--- config.mk ---
export PLATFORM = sky130hd
export DESIGN_NAME = stop_watch_ctrl
export DESIGN_NICKNAME = d
export VERILOG_FILES = /design/src/rtl/stop_watch_pkg.sv /design/src/rtl/btn_debounce.sv /design/src/rtl/stop_watch_ctrl.sv
export SDC_FILE = /design/constraint.sdc
export NUM_CORES = 1
export LEC_CHECK = 0
export CAP_MARGIN = 0
export CORE_ASPECT_RATIO = 0.8
export CORE_MARGIN = 4
export CORE_UTILIZATION = 45
export DETAILED_ROUTE_END_ITERATION = 7
export PLACE_DENSITY_LB_ADDON = 0.12
export SYNTH_ARGS = -nofsm -noshare
export SYNTH_HDL_FRONTEND = slang
export SYNTH_SLANG_ARGS = --single-unit
--- constraint.sdc ---
create_clock -name clk -period 4.7 [get_ports clk]
set_input_delay 0.705 -clock clk [delete_from_list [all_inputs] [get_ports clk]]
set_output_delay 0.705 -clock clk [all_outputs]
set_load 0.1 [all_outputs]
--- src/rtl/stop_watch_pkg.sv ---
// Shared types and defaults for the stopwatch run/pause/lap/clear controller.
//   sw_state_e    : controller state encoding (2-bit)
//   DEB_DIV_W_DEF : default width of the debounce sample divider
//   TIME_W_DEF    : default width of the 4-digit BCD time bus
package stop_watch_pkg;

  typedef enum logic [1:0] {
    ST_IDLE  = 2'd0,
    ST_RUN   = 2'd1,
    ST_PAUSE = 2'd2,
    ST_LAP   = 2'd3
  } sw_state_e;

  localparam int unsigned DEB_DIV_W_DEF = 17;
  localparam int unsigned TIME_W_DEF    = 16;

endpackage

--- src/rtl/btn_debounce.sv ---
// Push-button conditioner: 2-FF synchroniser, sampling on a shared divider
// tick, level accepted only when two consecutive samples agree, and a
// one-clock pulse on the rising edge of the debounced level.
//   clk, reset_n : clock, asynchronous active-low reset
//   tick_i       : one-cycle sample strobe from the shared divider
//   btn_i        : raw asynchronous active-high button
//   press_o      : one-cycle pulse per debounced press (release is silent)
module btn_debounce (
  input  logic clk,
  input  logic reset_n,
  input  logic tick_i,
  input  logic btn_i,
  output logic press_o
);

  logic sync1_q, sync2_q;
  logic samp_q;
  logic level_q, level_dly_q;

  always_ff @(posedge clk or negedge reset_n) begin
    if (!reset_n) begin
      sync1_q     <= 1'b0;
      sync2_q     <= 1'b0;
      samp_q      <= 1'b0;
      level_q     <= 1'b0;
      level_dly_q <= 1'b0;
    end else begin
      sync1_q     <= btn_i;
      sync2_q     <= sync1_q;
      level_dly_q <= level_q;
      if (tick_i) begin
        samp_q <= sync2_q;
        // Previous sample vs current sample: both must agree to move the level.
        if (sync2_q == samp_q) level_q <= sync2_q;
      end
    end
  end

  assign press_o = level_q & ~level_dly_q;

endmodule

--- src/rtl/stop_watch_ctrl.sv ---
// Stopwatch controller: debounces start/stop and lap/clear buttons, runs the
// IDLE/RUN/PAUSE/LAP state machine, drives counter enable/clear and selects
// the value shown on the 4-digit display (live time or lap snapshot).
// Optional feature macro: STOPWATCH_LAP_EN (LAP state + lap snapshot register).
//   clk, reset_n : clock, asynchronous active-low reset
//   btn_start    : raw start/stop button      btn_lap : raw lap/clear button
//   time_in      : live BCD time              disp_value : value to display
//   cnt_en       : counter enable             cnt_clr    : 1-cycle counter clear
//   run_led      : high while counting
module stop_watch_ctrl
  import stop_watch_pkg::*;
#(
  parameter int unsigned DEB_DIV_W = DEB_DIV_W_DEF,
  parameter int unsigned TIME_W    = TIME_W_DEF
) (
  input  logic              clk,
  input  logic              reset_n,
  input  logic              btn_start,
  input  logic              btn_lap,
  input  logic [TIME_W-1:0] time_in,
  output logic              cnt_en,
  output logic              cnt_clr,
  output logic [TIME_W-1:0] disp_value,
  output logic              run_led
);

  logic [DEB_DIV_W-1:0] div_q;
  logic                 tick;
  logic                 start_p, lap_p;
  sw_state_e            state_q, state_d;
  logic                 cnt_en_q, cnt_clr_q, clr_d;

  always_ff @(posedge clk or negedge reset_n) begin
    if (!reset_n) div_q <= '0;
    else          div_q <= div_q + 1'b1;
  end

  assign tick = (div_q == '1);

  btn_debounce u_deb_start (
    .clk     (clk),
    .reset_n (reset_n),
    .tick_i  (tick),
    .btn_i   (btn_start),
    .press_o (start_p)
  );

  btn_debounce u_deb_lap (
    .clk     (clk),
    .reset_n (reset_n),
    .tick_i  (tick),
    .btn_i   (btn_lap),
    .press_o (lap_p)
  );

`ifdef STOPWATCH_LAP_EN
  logic              lap_cap;
  logic              lap_sel_q;
  logic [TIME_W-1:0] lap_q;
`endif

  // start_p is tested first in every state, so a coincident lap_p is dropped.
  always_comb begin
    state_d = state_q;
    clr_d   = 1'b0;
`ifdef STOPWATCH_LAP_EN
    lap_cap = 1'b0;
`endif
    unique case (state_q)
      ST_IDLE: begin
        if (start_p)    state_d = ST_RUN;
        else if (lap_p) clr_d   = 1'b1;
      end
      ST_RUN: begin
        if (start_p) state_d = ST_PAUSE;
`ifdef STOPWATCH_LAP_EN
        else if (lap_p) begin
          state_d = ST_LAP;
          lap_cap = 1'b1;
        end
`endif
      end
`ifdef STOPWATCH_LAP_EN
      ST_LAP: begin
        if (start_p)    state_d = ST_PAUSE;
        else if (lap_p) lap_cap = 1'b1;
      end
`endif
      ST_PAUSE: begin
        if (start_p) state_d = ST_RUN;
        else if (lap_p) begin
          state_d = ST_IDLE;
          clr_d   = 1'b1;
        end
      end
      default: state_d = ST_IDLE;
    endcase
  end

  // Outputs are registered from the next state so they align with state_q.
  always_ff @(posedge clk or negedge reset_n) begin
    if (!reset_n) begin
      state_q   <= ST_IDLE;
      cnt_en_q  <= 1'b0;
      cnt_clr_q <= 1'b0;
    end else begin
      state_q   <= state_d;
      cnt_en_q  <= (state_d == ST_RUN) || (state_d == ST_LAP);
      cnt_clr_q <= clr_d;
    end
  end

`ifdef STOPWATCH_LAP_EN
  always_ff @(posedge clk or negedge reset_n) begin
    if (!reset_n) begin
      lap_q     <= '0;
      lap_sel_q <= 1'b0;
    end else begin
      if (lap_cap) lap_q <= time_in;
      lap_sel_q <= (state_d == ST_LAP);
    end
  end

  assign disp_value = lap_sel_q ? lap_q : time_in;
`else
  assign disp_value = time_in;
`endif

  assign cnt_en  = cnt_en_q;
  assign cnt_clr = cnt_clr_q;
  assign run_led = cnt_en_q;

endmodule

# --- Yosys cells after proc, flatten, opt, wreduce, memory -nomap -nowiden ---
# Cells that the tools add are included.
totals:
  out_inout_bits: 19
  inputBits: 20
  word_cells: 39
  reg_bits: 31
op_classes:
  bitwise_logic: 4
  mux: 8
  add_sub_neg: 1
  eq_ne: 7
  n_reduce_logical: 5
ops:
  columns: ["operator", "n"]
  rows:
  - ["17-bit by 1-bit adder with 17-bit output, second input constant", 1]
  - ["17-bit equality test, second input constant", 1]
  - ["2-bit 2-to-1 mux", 4]
  - ["2-bit one-hot mux with 3 select lines", 1]
  - ["2-bit by 1-bit equality test with 1-bit output, second input constant", 2]
  - ["2-bit equality test, second input constant", 2]
  - ["2-bit AND reduction", 2]
  - ["1-bit 2-to-1 mux", 3]
  - ["1-bit AND", 2]
  - ["1-bit equality test", 2]
  - ["2-bit zero test", 1]
  - ["1-bit NOT", 2]
  - ["2-bit OR reduction", 1]
  - ["1-bit logical OR", 1]

# --- Longest topological paths before layout ---
# Gate-level depths: netlist of run 1.
logic_depth:
  depth_word: 7
  mapped_depth: 8
  ltp_nobuf: 8

# --- Hierarchy ---
# Synthesis of run 1 repeated with hierarchy kept, for this count alone.
hier_totals:
  cells_unflattened: 112
  hier_area_um2: 1406.3
modules_own_cells:
  columns: ["module", "instances", "area_per_inst_um2", "cells_each", "seq_area_each_um2"]
  rows:
  - ["stop_watch_ctrl", 1, 1076.0, 92, 525.5]
  - ["btn_debounce", 2, 165.2, 10, 125.1]

# --- Least setup slack after synthesis of run 1 ---
# OpenSTA, ideal clock, no wires.
synth_path:
  path_kind: "register -> output"
  from: "register cnt_en_q (netlist: cnt_en)"
  to: "output run_led"
  arrival_time_ps: 1324
  required_ps: 3995
  path_stages_with_launch: 2
  n_path_buf: 1
  slack_ps: 2671
  cell_sequence: "dfrtp_1 > buf_4"
synth_lines:
  columns: ["element", "line_no", "text"]
  rows:
  - ["start: declaration", "stop_watch_ctrl.sv:31", "logic cnt_en_q, cnt_clr_q, clr_d;"]
  - ["start signal: assignment", "stop_watch_ctrl.sv:108", "cnt_en_q <= (state_d == ST_RUN) || (state_d == ST_LAP);"]
  - ["end: declaration", "stop_watch_ctrl.sv:24", "output logic run_led"]
# No word-level cell between the ends.

# --- Worst setup path in the final report of run 1 ---
layout_path:
  from: "register cnt_en_q (netlist: cnt_en)"
  to: "output run_led"
# No word-level cell between the ends.

==> qor.csv, run 1 <==
metric;value;unit
outcome;complete, no violations;
cts.sinks;31;
p_leak;0.000676;uW
groute.usage.overall;0.113;
clkTransAtPathRegs;0.06;ns
hold_class;register to register;
critPathLaunchType;register;
detail-route-antenna-nets;0;
cts_made_buffers;5;
crit_buf_inv;1;
cts_tree;done;
antenna_found_initial;0;
hold_buffers;0;
cts_resized;0;
io-pin-count;39;
dieArea;0.00408;mm2
fin_tns_setup;0;ns
total_power;483;uW
multi_input_area;488;um2
critical-path-max-stage-delay;1.13;ns
clock.fmax;0.408;GHz
syn-num-nets;137;
drt-pass1-iter-count;2;
antennaDiodeCount;0;
grt_pass1_vias;721;
crit_family;buffers and inverters;
h-tree-depth;2;
synth.area.mux_share;0.0303;
p_per_area;328;mW/mm2
route.detailed.drc;0;
clock_latency;0.28;ns
syn_to_final_growth;5.08;%
clockRootBuffer;clkbuf_8;
gr-total-overflow;0;
drv_cap;0;
fin_nets;133;
reg_top3;div_q: 17 flops, state_q: 2 flops;
most-common-layout-cells;dfrtp_1 (31), xor2_1 (11), nor2_1 (7);
synth_compound_area_frac;0.0196;
synthSimpleGateAreaFrac;0.193;
wl_per_cell;12.9;um
num_vias;737;
drive_above_1_share;0.162;
viasPerCell;4.95;
dieWidth;70.4;um
path_max_fanout;2;
final_common_cell;dfrtp_1;
largest_reg_flops;17;
path_cells;clkdlybuf4s50_1;
post-route-min-period;2.45;ns
synth_top_family_by_area;simple AND/OR/NAND/NOR gates;
cp-end-kind;primary output;
grt_max_degree;32;
synth_adder_area_share;0.0178;
yosysUniqueCellTypes;25;
port_buffers;6;
post-dp-hpwl;1.31;mm
wl;1.92;mm
maxSlewHeadroom;0.357;
drt_iter0_markers;48;
syn_inst;115;
initial_utilization;0.488;
synth-xor-area-share;0.0874;
synth_area_per_cell;12.2;um2
synth_area;0.00140;mm2
max-vdd-ir-drop;0.000218;V
die_h;57.9;um
critPathArrivalTime;1.75;ns
worst_slew_pin_slew;0.962;ns
timing.hold.ws;0.347;ns
rows;17;
fin_ws;2.25;ns
setup_violations;0;
ys_seq_area_frac;0.553;
cp.required;3.99;ns
hold_viol_final;0;
dp_slack;2.55;ns
post-route-period-util;0.522;
gp_congestion;0.779;
critical-path-slowest-cell;clkdlybuf4s50_1;
grt_pass1_wl;3.34;mm
rsz0062_at_grt;false;
cts_buffer_depth;2;
seqCellArea;776;um2
worst-setup-path-type;register to primary output;
fillerInstances;254;
clock_skew;0.00411;ns
core;0.00287;mm2
regMostFlops;div_q;
slew_viol_final;0;
r2r_slack;2.56;ns
postCtsSetupRepairBufs;0;
yosys_register_bits;31;
yosys_warnings;0;
Yosys cell counts, drive strengths merged:
library cell  count  share of area
dfrtp            31           0.55
buf              17          0.091
xor2             11          0.069
nand3             7          0.041
nor2              7          0.019
nand2             6          0.016
a21oi             4          0.014
nand2b            4          0.018
nand4             4          0.029
nor3              4          0.014
nor4              4          0.042
xnor2             3          0.019
ha                2          0.018
inv               2         0.0054
mux2              2          0.016
mux2i             2          0.014
and3              1         0.0045
clkbuf            1         0.0027
nand3b            1         0.0054
nor2b             1         0.0045
o31ai             1         0.0054
kinds of logic (layout without fill, tap and decap cells):
| kind of cell | after synthesis | in the layout |
|---|---|---|
| xor gates and xnor gates | 14 | 14 |
| DFF | 31 | 31 |
| and+or+nand+nor | 39 | 39 |
| adders and majority gates | 2 | 2 |
| buffers and inverters | 20 | 16 |
| muxes | 4 | 4 |
| AOI/OAI and AO/OA | 5 | 5 |
through the flow:
stage	std cells	instance area, um2	utilization
after floorplan	115	1400	-
after global placement	142	1390	0.483
after detailed placement	142	1390	0.483
after CTS	149	1470	0.513
after global routing	149	1470	0.513
final	149	1470	0.513
layout make-up:
| class | count | share of cell area |
|---|---|---|
| Inverter | 2 | 0.00509 |
| Clock buffer | 6 | 0.0560 |
| Sequential cell | 31 | 0.526 |
| Tap cell | 38 | 0.0323 |
| Multi-Input combinational cell | 64 | 0.331 |
| Clock inverter | 1 | 0.00340 |
| Timing Repair Buffer | 7 | 0.0458 |
power breakdown:
part | internal (uW) | leakage, uW | switching [uW]
clock network | 115 | 0.0000470 | 91.6
registers | 269 | 0.000410 | 0.664
logic | 2.95 | 0.000219 | 5.02
final timing paths:
check / start / end / cells past startpoint
min in group asynchronous: reset_n / state_q[0]$_DFF_PN0_ / 2
worst max register to register: div_q[0]$_DFF_PN0_ / u_deb_start.samp_q$_DFFE_PN0P_ / 6
worst min register to register: u_deb_start.sync1_q$_DFF_PN0_ / u_deb_start.sync2_q$_DFF_PN0_ / 0
worst max-delay path: cnt_en$_DFF_PN0_ / run_led / 1
max in group asynchronous: reset_n / div_q[13]$_DFF_PN0_ / 2
worst min-delay path: u_deb_start.sync1_q$_DFF_PN0_ / u_deb_start.sync2_q$_DFF_PN0_ / 0
metal layers:
layer | global-route usage | vias to the layer above | share of wire
met2 | 0.139 | 17 | 0.39
met1 | 0.140 | 346 | 0.48
met4 | 0.0820 | 0 | 0.036
met5 | 0 | - | 0
met3 | 0.0728 | 13 | 0.093
li1 | - | 361 | -
No activity file was read; power rests on OpenSTA's default activity.
==> run 2: changes to the inputs <==
==> constraint.sdc (replaced) <==
create_clock -name clk -period 2.5 [get_ports clk]
set_input_delay 0.375 -clock clk [delete_from_list [all_inputs] [get_ports clk]]
set_output_delay 0.375 -clock clk [all_outputs]
set_load 0.1 [all_outputs]
==> run 2 against run 1 <==
Net effect: cell area increased by 0.34%; worst setup slack got worse by 1.8 ns; register-to-register slack worse by 2.1 ns; utilization is 0.17 points higher; critical path depth is 5 higher; flip-flop and latch count did not move; first-iteration DRC count decreased by 13%; via count down 0.14%; clock-buffer cell count grew 2; sequential share of layout area shrank 0.18 points; critical endpoint is now u_deb_start.samp_q$_DFFE_PN0P_; largest cell class unchanged.
==> qor.csv, run 2 (synthesis gave the netlist of run 1 again) <==
metric;value;unit;change
cp.required;2.66;ns;-1.33 ns
reg_top3;div_q: 17 flops, state_q: 2 flops;;
die_h;57.9;um;unchanged
cts_resized;0;;unchanged
final_common_cell;dfrtp_1;;
rows;17;;unchanged
gp_congestion;0.756;;-3.0%
post-route-min-period;2.08;ns;
worst-setup-path-type;register to register;;
cts_made_buffers;5;;unchanged
fillerInstances;249;;-2.0%
crit_buf_inv;0;;-1
postCtsSetupRepairBufs;0;;unchanged
clockRootBuffer;clkbuf_8;;
path_cells;ha_1 > nand3_2 > nor3_1 > and3_1 > ha_1 > mux2_2;;
cts.sinks;31;;unchanged
post-dp-hpwl;1.34;mm;+2.0%
critical-path-slowest-cell;dfrtp_1;;
h-tree-depth;2;;unchanged
drt-pass1-iter-count;4;;+2
clock_skew;0.00508;ns;+0.000966 ns
slew_viol_final;0;;unchanged
clkTransAtPathRegs;0.06;ns;about the same
max-vdd-ir-drop;0.000364;V;+67%
io-pin-count;39;;unchanged
cts_buffer_depth;2;;unchanged
antenna_found_initial;0;;unchanged
most-common-layout-cells;dfrtp_1 (31), xor2_1 (11), nor2_1 (7), clkbuf_8 (7), nand2_1 (6);;
num_vias;736;;-0.14%
rsz0062_at_grt;false;;
cp.depth;6;;+5
port_buffers;6;;unchanged
worst_slew_pin_slew;0.404;ns;-0.558 ns
antennaDiodeCount;0;;unchanged
drv_cap;0;;unchanged
dieArea;0.00408;mm2;unchanged
grt_pass1_wl;3.31;mm;-0.81%
path_max_fanout;6;;+4
outcome;complete, no violations;;
viasPerCell;4.91;;-0.80%
critPathLaunchType;register;;
grt_max_degree;32;;unchanged
cts_tree;done;;
p_leak;0.000686;uW;+1.6%
clock.fmax;0.480;GHz;
core;0.00287;mm2;unchanged
route.detailed.drc;0;;unchanged
syn_to_final_growth;5.44;%;
initial_utilization;0.488;;unchanged
cp-end-kind;register;;
place_area;0.00138;mm2;-0.54%
post-route-period-util;0.833;;
fin_tns_setup;0;ns;unchanged
critical-path-max-stage-delay;0.41;ns;-0.72 ns
detail-route-antenna-nets;0;;unchanged
regMostFlops;div_q;;
path_common_cell;ha_1;;
reg2reg_depth;6;;unchanged
drt_iter0_markers;42;;-13%
hold_class;register to register;;
hold_viol_final;0;;unchanged
setup_violations;0;;unchanged
dieWidth;70.4;um;unchanged
crit_family;simple AND/OR/NAND/NOR gates;;
clock_latency;0.28;ns;about the same
fin_nets;133;;unchanged
wl_per_cell;12.9;um;-0.15%
p_per_area;637;mW/mm2;+94%
groute.usage.overall;0.108;;-0.00460
largest_reg_flops;17;;unchanged
drive_above_1_share;0.188;;+0.0253
worstHoldPathCells;0;;unchanged
grt_pass1_vias;738;;+2.4%
wl;1.93;mm;+0.52%
hold_buffers;0;;unchanged
fin_util;0.515;;+0.00174
maxSlewHeadroom;0.730;;+0.373
critPathArrivalTime;2.24;ns;+0.49 ns
gr-total-overflow;0;;unchanged
final_area;0.00148;mm2;+0.34%
==> run 2: cell types whose count changed in the layout (fill, tap and decap cells not counted) <==
cell,previous run,this run
buf_4,1,4
clkbuf_1,0,1
clkbuf_8,6,7
clkdlybuf4s50_1,6,3
clkinv_2,1,0
==> run 2: path summary, 6_finish.rpt <==
| check | from | endpoint | slack, ns |
|---|---|---|---|
| max | div_q[0]$_DFF_PN0_ | u_deb_start.samp_q$_DFFE_PN0P_ | 0.42 |
| min | u_deb_start.sync1_q$_DFF_PN0_ | u_deb_start.sync2_q$_DFF_PN0_ | 0.35 |
| max reg2reg | div_q[0]$_DFF_PN0_ | u_deb_start.samp_q$_DFFE_PN0P_ | 0.42 |
| min reg2reg | u_deb_start.sync1_q$_DFF_PN0_ | u_deb_start.sync2_q$_DFF_PN0_ | 0.35 |
| max in group asynchronous | reset_n | u_deb_lap.sync2_q$_DFF_PN0_ | 1.73 |
| min in group asynchronous | reset_n | div_q[14]$_DFF_PN0_ | 0.50 |
==> run 2: per-stage QoR <==
| step | power [uW] | setup slack (ns) | hold slack [ns] | instances |
|---|---|---|---|---|
| floorplan | 637 | 0.611 | 0.0794 | 115 |
| global placement | 532 | 0.510 | 0.334 | 142 |
| detailed placement | 531 | 0.420 | 0.335 | 142 |
| CTS | 964 | 0.406 | 0.352 | 150 |
| global route | 984 | 0.243 | 0.365 | 150 |
| finish | 943 | 0.418 | 0.349 | 150 |
==> run 2: final cells by class <==
type                       count  area, um2  share of cell area
sequential                    31        776               0.525
tap                           38       47.5              0.0321
clock buffer                   8        100              0.0677
inverter                       2       7.51             0.00508
multi-input combinational     64        488               0.330
timing repair buffer           7       60.1              0.0406
==> run 2: report_power, final <==
group	internal, uW	switching [uW]
logic	5.55	9.52
clock network	251	170
registers	505	1.34
total	761	181
==> run 2: routing by layer <==
metal	up-vias	share of wire	global-route usage
met1	342	0.49	0.138
met2	21	0.40	0.133
met4	0	0.030	0.109
met3	13	0.080	0.0433
li1	360	-	-
met5	-	0	0
